--- config.mk ---
export PLATFORM = sky130hd
export DESIGN_NAME = isqrt_pipe
export DESIGN_NICKNAME = d
export VERILOG_FILES = /design/src/rtl/isqrt_pipe.sv
export SDC_FILE = /design/constraint.sdc
export NUM_CORES = 1
export LEC_CHECK = 0
export ABC_AREA = 1
export CAP_MARGIN = 40
export CORE_AREA = 4 4 221 223
export CTS_CLUSTER_SIZE = 40
export DETAILED_ROUTE_END_ITERATION = 10
export DIE_AREA = 0 0 225 227
export HOLD_SLACK_MARGIN = 0.03
export PLACE_DENSITY = 0.85
export SYNTH_ARGS = -nofsm -noshare
export SYNTH_HDL_FRONTEND = slang
export SYNTH_SLANG_ARGS = --single-unit
--- constraint.sdc ---
create_clock -name clk -period 5.8 [get_ports clk]
set_clock_uncertainty 0.15 [all_clocks]
set_input_delay 0.58 -clock clk [delete_from_list [all_inputs] [get_ports clk]]
set_output_delay 0.58 -clock clk [all_outputs]
set_load 0.02 [all_outputs]
--- src/rtl/isqrt_pipe.sv ---
// ---------------------------------------------------------------------------
// isqrt_pipe
// Fully pipelined unsigned integer square root, y = floor(sqrt(x)).
// One root bit is resolved per stage by the restoring digit-by-digit
// (remainder) method, MSB first, so the pipeline is WIDTH/2 stages deep and
// accepts one operand every cycle with no backpressure.
//
// Ports
//   clk    : single clock, all state updates on the rising edge
//   rst_n  : asynchronous active-low reset; clears the valid chain only
//   x_vld  : operand valid, sampled every cycle
//   x      : unsigned operand, WIDTH bits (WIDTH even, >= 4)
//   y_vld  : result valid, WIDTH/2 cycles after the operand was accepted
//   y      : unsigned root, WIDTH/2 bits, meaningful only while y_vld=1
// ---------------------------------------------------------------------------
module isqrt_pipe #(
  parameter int unsigned WIDTH = 32
) (
  input  logic               clk,
  input  logic               rst_n,
  input  logic               x_vld,
  input  logic [WIDTH-1:0]   x,
  output logic               y_vld,
  output logic [WIDTH/2-1:0] y
);

  localparam int unsigned H = WIDTH / 2;  // root width and stage count
  localparam int unsigned R = H + 2;      // remainder width

  // Per-stage pipeline state. Only the valid chain is reset; the data
  // registers are don't-care until a valid operand passes through them.
  logic             vld_q  [H];
  logic [H-1:0]     root_q [H];  // root bits resolved so far, right-aligned
  logic [R-1:0]     rem_q  [H];  // partial remainder
  logic [WIDTH-1:0] opd_q  [H];  // unconsumed operand bits, left-aligned

  for (genvar k = 0; k < H; k++) begin : g_stage
    logic             in_vld;
    logic [H-1:0]     in_root;
    logic [R-1:0]     in_rem;
    logic [WIDTH-1:0] in_opd;

    logic [R-1:0]     cur;
    logic [R-1:0]     trial;
    logic             take;
    logic [H-1:0]     nxt_root;
    logic [R-1:0]     nxt_rem;
    logic [WIDTH-1:0] nxt_opd;

    if (k == 0) begin : g_src
      assign in_vld  = x_vld;
      assign in_root = '0;
      assign in_rem  = '0;
      assign in_opd  = x;
    end else begin : g_src
      assign in_vld  = vld_q[k-1];
      assign in_root = root_q[k-1];
      assign in_rem  = rem_q[k-1];
      assign in_opd  = opd_q[k-1];
    end

    // Bring down the next two operand bits and try subtracting 4*root+1.
    // The incoming remainder never exceeds 2*root < 2^H, so shifting it
    // left by two within R bits loses nothing.
    always_comb begin
      cur      = (in_rem << 2) | {{H{1'b0}}, in_opd[WIDTH-1 -: 2]};
      trial    = {in_root, 2'b01};
      take     = (cur >= trial);
      nxt_rem  = take ? (cur - trial) : cur;
      nxt_root = (in_root << 1) | {{(H-1){1'b0}}, take};
      nxt_opd  = in_opd << 2;
    end

    always_ff @(posedge clk or negedge rst_n) begin
      if (!rst_n) begin
        vld_q[k] <= 1'b0;
      end else begin
        vld_q[k] <= in_vld;
      end
    end

    // Data registers only move when a valid operand arrives.
    always_ff @(posedge clk) begin
      if (in_vld) begin
        root_q[k] <= nxt_root;
        rem_q[k]  <= nxt_rem;
        opd_q[k]  <= nxt_opd;
      end
    end
  end

  assign y_vld = vld_q[H-1];
  assign y     = root_q[H-1];

endmodule

==> qor.csv <==
metric;value;unit
root buffer cell;sky130_fd_sc_hd__clkbuf_16;
clock network power share;36.4;%
time the final worst path needs with I/O delays and setup;2530;ps
CP cell instances;inv_1 > ha_1 > nand2_1 > nor2_1 > nand2_1 > nand2_1 > inv_2 > nand2_4 > inv_2 > o21ai_0;
largest buffer count on any clock path;3;
DR iter-0 viols;2305;
syn avg cell area;9.65;um^2
number of nets in the synthesized netlist;3457;
CORE AREA;46600;um^2
clock tree from TritonCTS;built;
endpoint class of the critical path;flop;
biggest fanout along the worst timing path;12;
worst hold path class;in -> async;
global placer's final weighted congestion;0.934;
mapped cell area;31600;um^2
Peak Freq;395;MHz
DR WL/cell;17.0;um
crit-path max cell delay;420;ps
number of pins with negative max-slew slack in the final report;0;
WP data arrival;2750;ps
antenna violations before repair;0;
die height;227;um
sequential share of power;52.1;%
endpoints failing setup;0;
wire length of the first global-routing pass;111000;um
run status;complete, no violations;
count of different cell masters after synthesis;49;
critical path type;reg -> reg;
clock net sink count;616;
Worst path slowest cell;sky130_fd_sc_hd__o21ai_0;
remaining design rule violation count;0;
number of routed nets with antenna violations;0;
Final Hold Fails;0;
number of H-tree levels;2;
number of standard cells after synthesis;3270;
pin count of the biggest net entering global routing;45;
cell-internal power;7.71;mW
number of clock buffers inserted by TritonCTS;60;
Post-CTS Hold Fix Bufs;0;
Detailed Route WL;68400;um
fraction of the yosys area taken by sequential cells;58.4;%
count of maximum capacitance violations;0;
switching component of the power;2.65;mW
RSZ-0062 raised after global routing;no;
clock latency at the later pin of the worst-skew pair;630;ps
Clock Pin Slew Worst Setup and Hold Paths;60;ps
antenna cell count;0;
Worst-Margin Slew;803;ps
worst flop-to-flop path endpoint;rem_q[0][76];
most frequent CP cell;sky130_fd_sc_hd__nand2_1;
switching power share of the total;25.5;%
row count;79;
initial core utilization;67.8;%
YS warnings;0;
cell area power density;299;nW/um^2
relative contribution of combinational cells to total power;11.5;%
total die area;51100;um^2
number of input and output port buffers inserted;51;
first drt pass iteration count;6;
Tcrit/Tclk final;43.7;%
tightest slew margin relative to the limit;46.2;%
Die Wd;225;um
static power due to leakage;15.9;nW
Crit path required time;6020;ps
kind of launch point of the worst setup path;flop;
Final TNS setup;0;ps
post-DR vias/cell;5.53;
core utilization of the finished layout;74.4;%
largest voltage drop on the vdd net;0.309;mV
Worst R2R Path Depth;10;
vias in the first global route;21779;
total congestion overflow after global routing;0;
register bit count reported by yosys;616;
Syn-to-layout area delta;9.80;%
proportion of layout cells with a drive suffix above 1;7.10;%
DPL Wire Length;50000;um
overall fraction of global-route tracks in use;27.0;%
Resized cells post-CTS;0;
number of placed I/O pins;52;
detailed-route via count;22276;
start of the worst register-to-register path;root_q[0][51];
NumNets Final;3561;
count of buffers added by post-CTS timing repair for setup;0;
Reg2Reg Setup Slack;3270;ps
worst max path at each step:
stage / start / to / slack, ps / depth (start not counted)
floorplan: rem_q[1][93] / rem_q[1][116] / 3830 / 12
global route: root_q[0][33] / rem_q[0][57] / 3040 / 8
global placement: root_q[0][96] / rem_q[0][138] / 3340 / 10
detailed placement: root_q[1][93] / rem_q[1][122] / 3310 / 9
CTS: root_q[0][97] / rem_q[0][138] / 3280 / 10
finish: root_q[0][51] / rem_q[0][76] / 3270 / 10
area by class of cell:
class	instances	area (um^2)
inverter	591	2230
clock buffer	68	1540
clock inverter	42	357
tap	607	759
multi-input combinational	2039	10700
fill	3142	11900
timing repair buffer	66	661
sequential	616	18400
cell usage in the layout (no fill, tap or decap), types with 13 or more instances in the layout:
cell type,synthesis,final
sky130_fd_sc_hd__ha_1,152,152
sky130_fd_sc_hd__a21oi_1,83,83
sky130_fd_sc_hd__inv_2,28,28
sky130_fd_sc_hd__a21oi_2,24,24
sky130_fd_sc_hd__nand4_1,46,46
sky130_fd_sc_hd__xor2_1,55,55
sky130_fd_sc_hd__inv_1,560,560
sky130_fd_sc_hd__o21ai_0,55,55
sky130_fd_sc_hd__nand2_1,1014,1014
sky130_fd_sc_hd__dfrtp_1,16,13
sky130_fd_sc_hd__o21ai_1,13,13
sky130_fd_sc_hd__xnor2_1,29,29
sky130_fd_sc_hd__nor3_1,29,29
sky130_fd_sc_hd__nor2_2,17,17
sky130_fd_sc_hd__clkinv_2,0,18
sky130_fd_sc_hd__edfxtp_1,600,600
sky130_fd_sc_hd__nand3_1,203,203
sky130_fd_sc_hd__clkbuf_16,0,60
sky130_fd_sc_hd__nand2_2,20,20
sky130_fd_sc_hd__nor2_1,200,200
sky130_fd_sc_hd__clkdlybuf4s50_1,0,51
sky130_fd_sc_hd__nand3b_1,25,25
per-stage QoR:
step / setup slack [ps] / cell area [um^2] / hold WS (ps) / std cells / power (mW)
after floorplan: 3830 / 31600 / 134 / 3270 / 6.29
after global placement: 3340 / 32700 / 251 / 3916 / 6.59
after detailed placement: 3310 / 32800 / 255 / 3919 / 6.65
after CTS: 3280 / 34600 / 264 / 4029 / 10.4
after global routing: 3040 / 34600 / 271 / 4029 / 10.8
final: 3270 / 34600 / 261 / 4029 / 10.4
worst max-delay path: cells and delay by family (launching register included):
kind	cells	cell delay, ps
flip-flops	1	410
adder cells (fa/ha/maj)	1	360
buffers and inverters	3	290
AND/OR/NAND/NOR	5	630
AO/OA/AOI/OAI	1	420
power by group through the flow:
stage	Clock [mW]	Combinational (mW)	Sequential (mW)
finish	3.77	1.19	5.39
global route	4.05	1.35	5.42
CTS	3.84	1.18	5.39
detailed placement	0	1.16	5.48
global placement	0	1.10	5.49
floorplan	0	0.829	5.46
per-layer routing:
layer,vias up,routed length (um),GRT usage (%)
met3,162,3910,3.40
met1,10448,28500,36.3
li1,10856,-,-
met2,810,33600,46.1
met4,0,2290,9.41
met5,-,0,0
sequential cells by signal (all words and copies together) (netlist names):
name	count
g_stage.in_vld	15
y_vld	1
root_q	136
opd_q	240
rem_q	224
cell families (layout without fill, tap and decap cells):
kind of cell / after synthesis / after routing / share of synthesized area (%)
and+or+nand+nor: 1605 / 1605 / 21.8
DFF: 616 / 616 / 58.4
buffers and inverters: 615 / 767 / 7.79
AOI/OAI and AO/OA: 197 / 197 / 3.65
adders and majority gates: 152 / 152 / 6.03
xor gates and xnor gates: 84 / 84 / 2.33
other: 1 / 1 / 0.0119
synth_stat cells, drive strengths merged:
cell type	count	area share (%)
or2	6	0.12
buf	24	0.73
inv	591	7.1
nor2	220	2.8
o21ai	76	1.3
conb	1	0.012
nand3b	25	0.59
a21o	1	0.024
o21bai	6	0.18
o211ai	2	0.048
o21a	1	0.024
ha	152	6.0
nand2	1042	13
nand4	46	0.91
and2	9	0.18
edfxtp	600	57
and3	5	0.099
xor2	55	1.5
nor3	31	0.52
a21boi	2	0.048
nor4	2	0.040
xnor2	29	0.80
a21oi	107	2.0
nand3	216	3.7
nor3b	3	0.087
a31oi	1	0.020
a211oi	1	0.024
dfrtp	16	1.3
(Power assumes the default switching activity.)
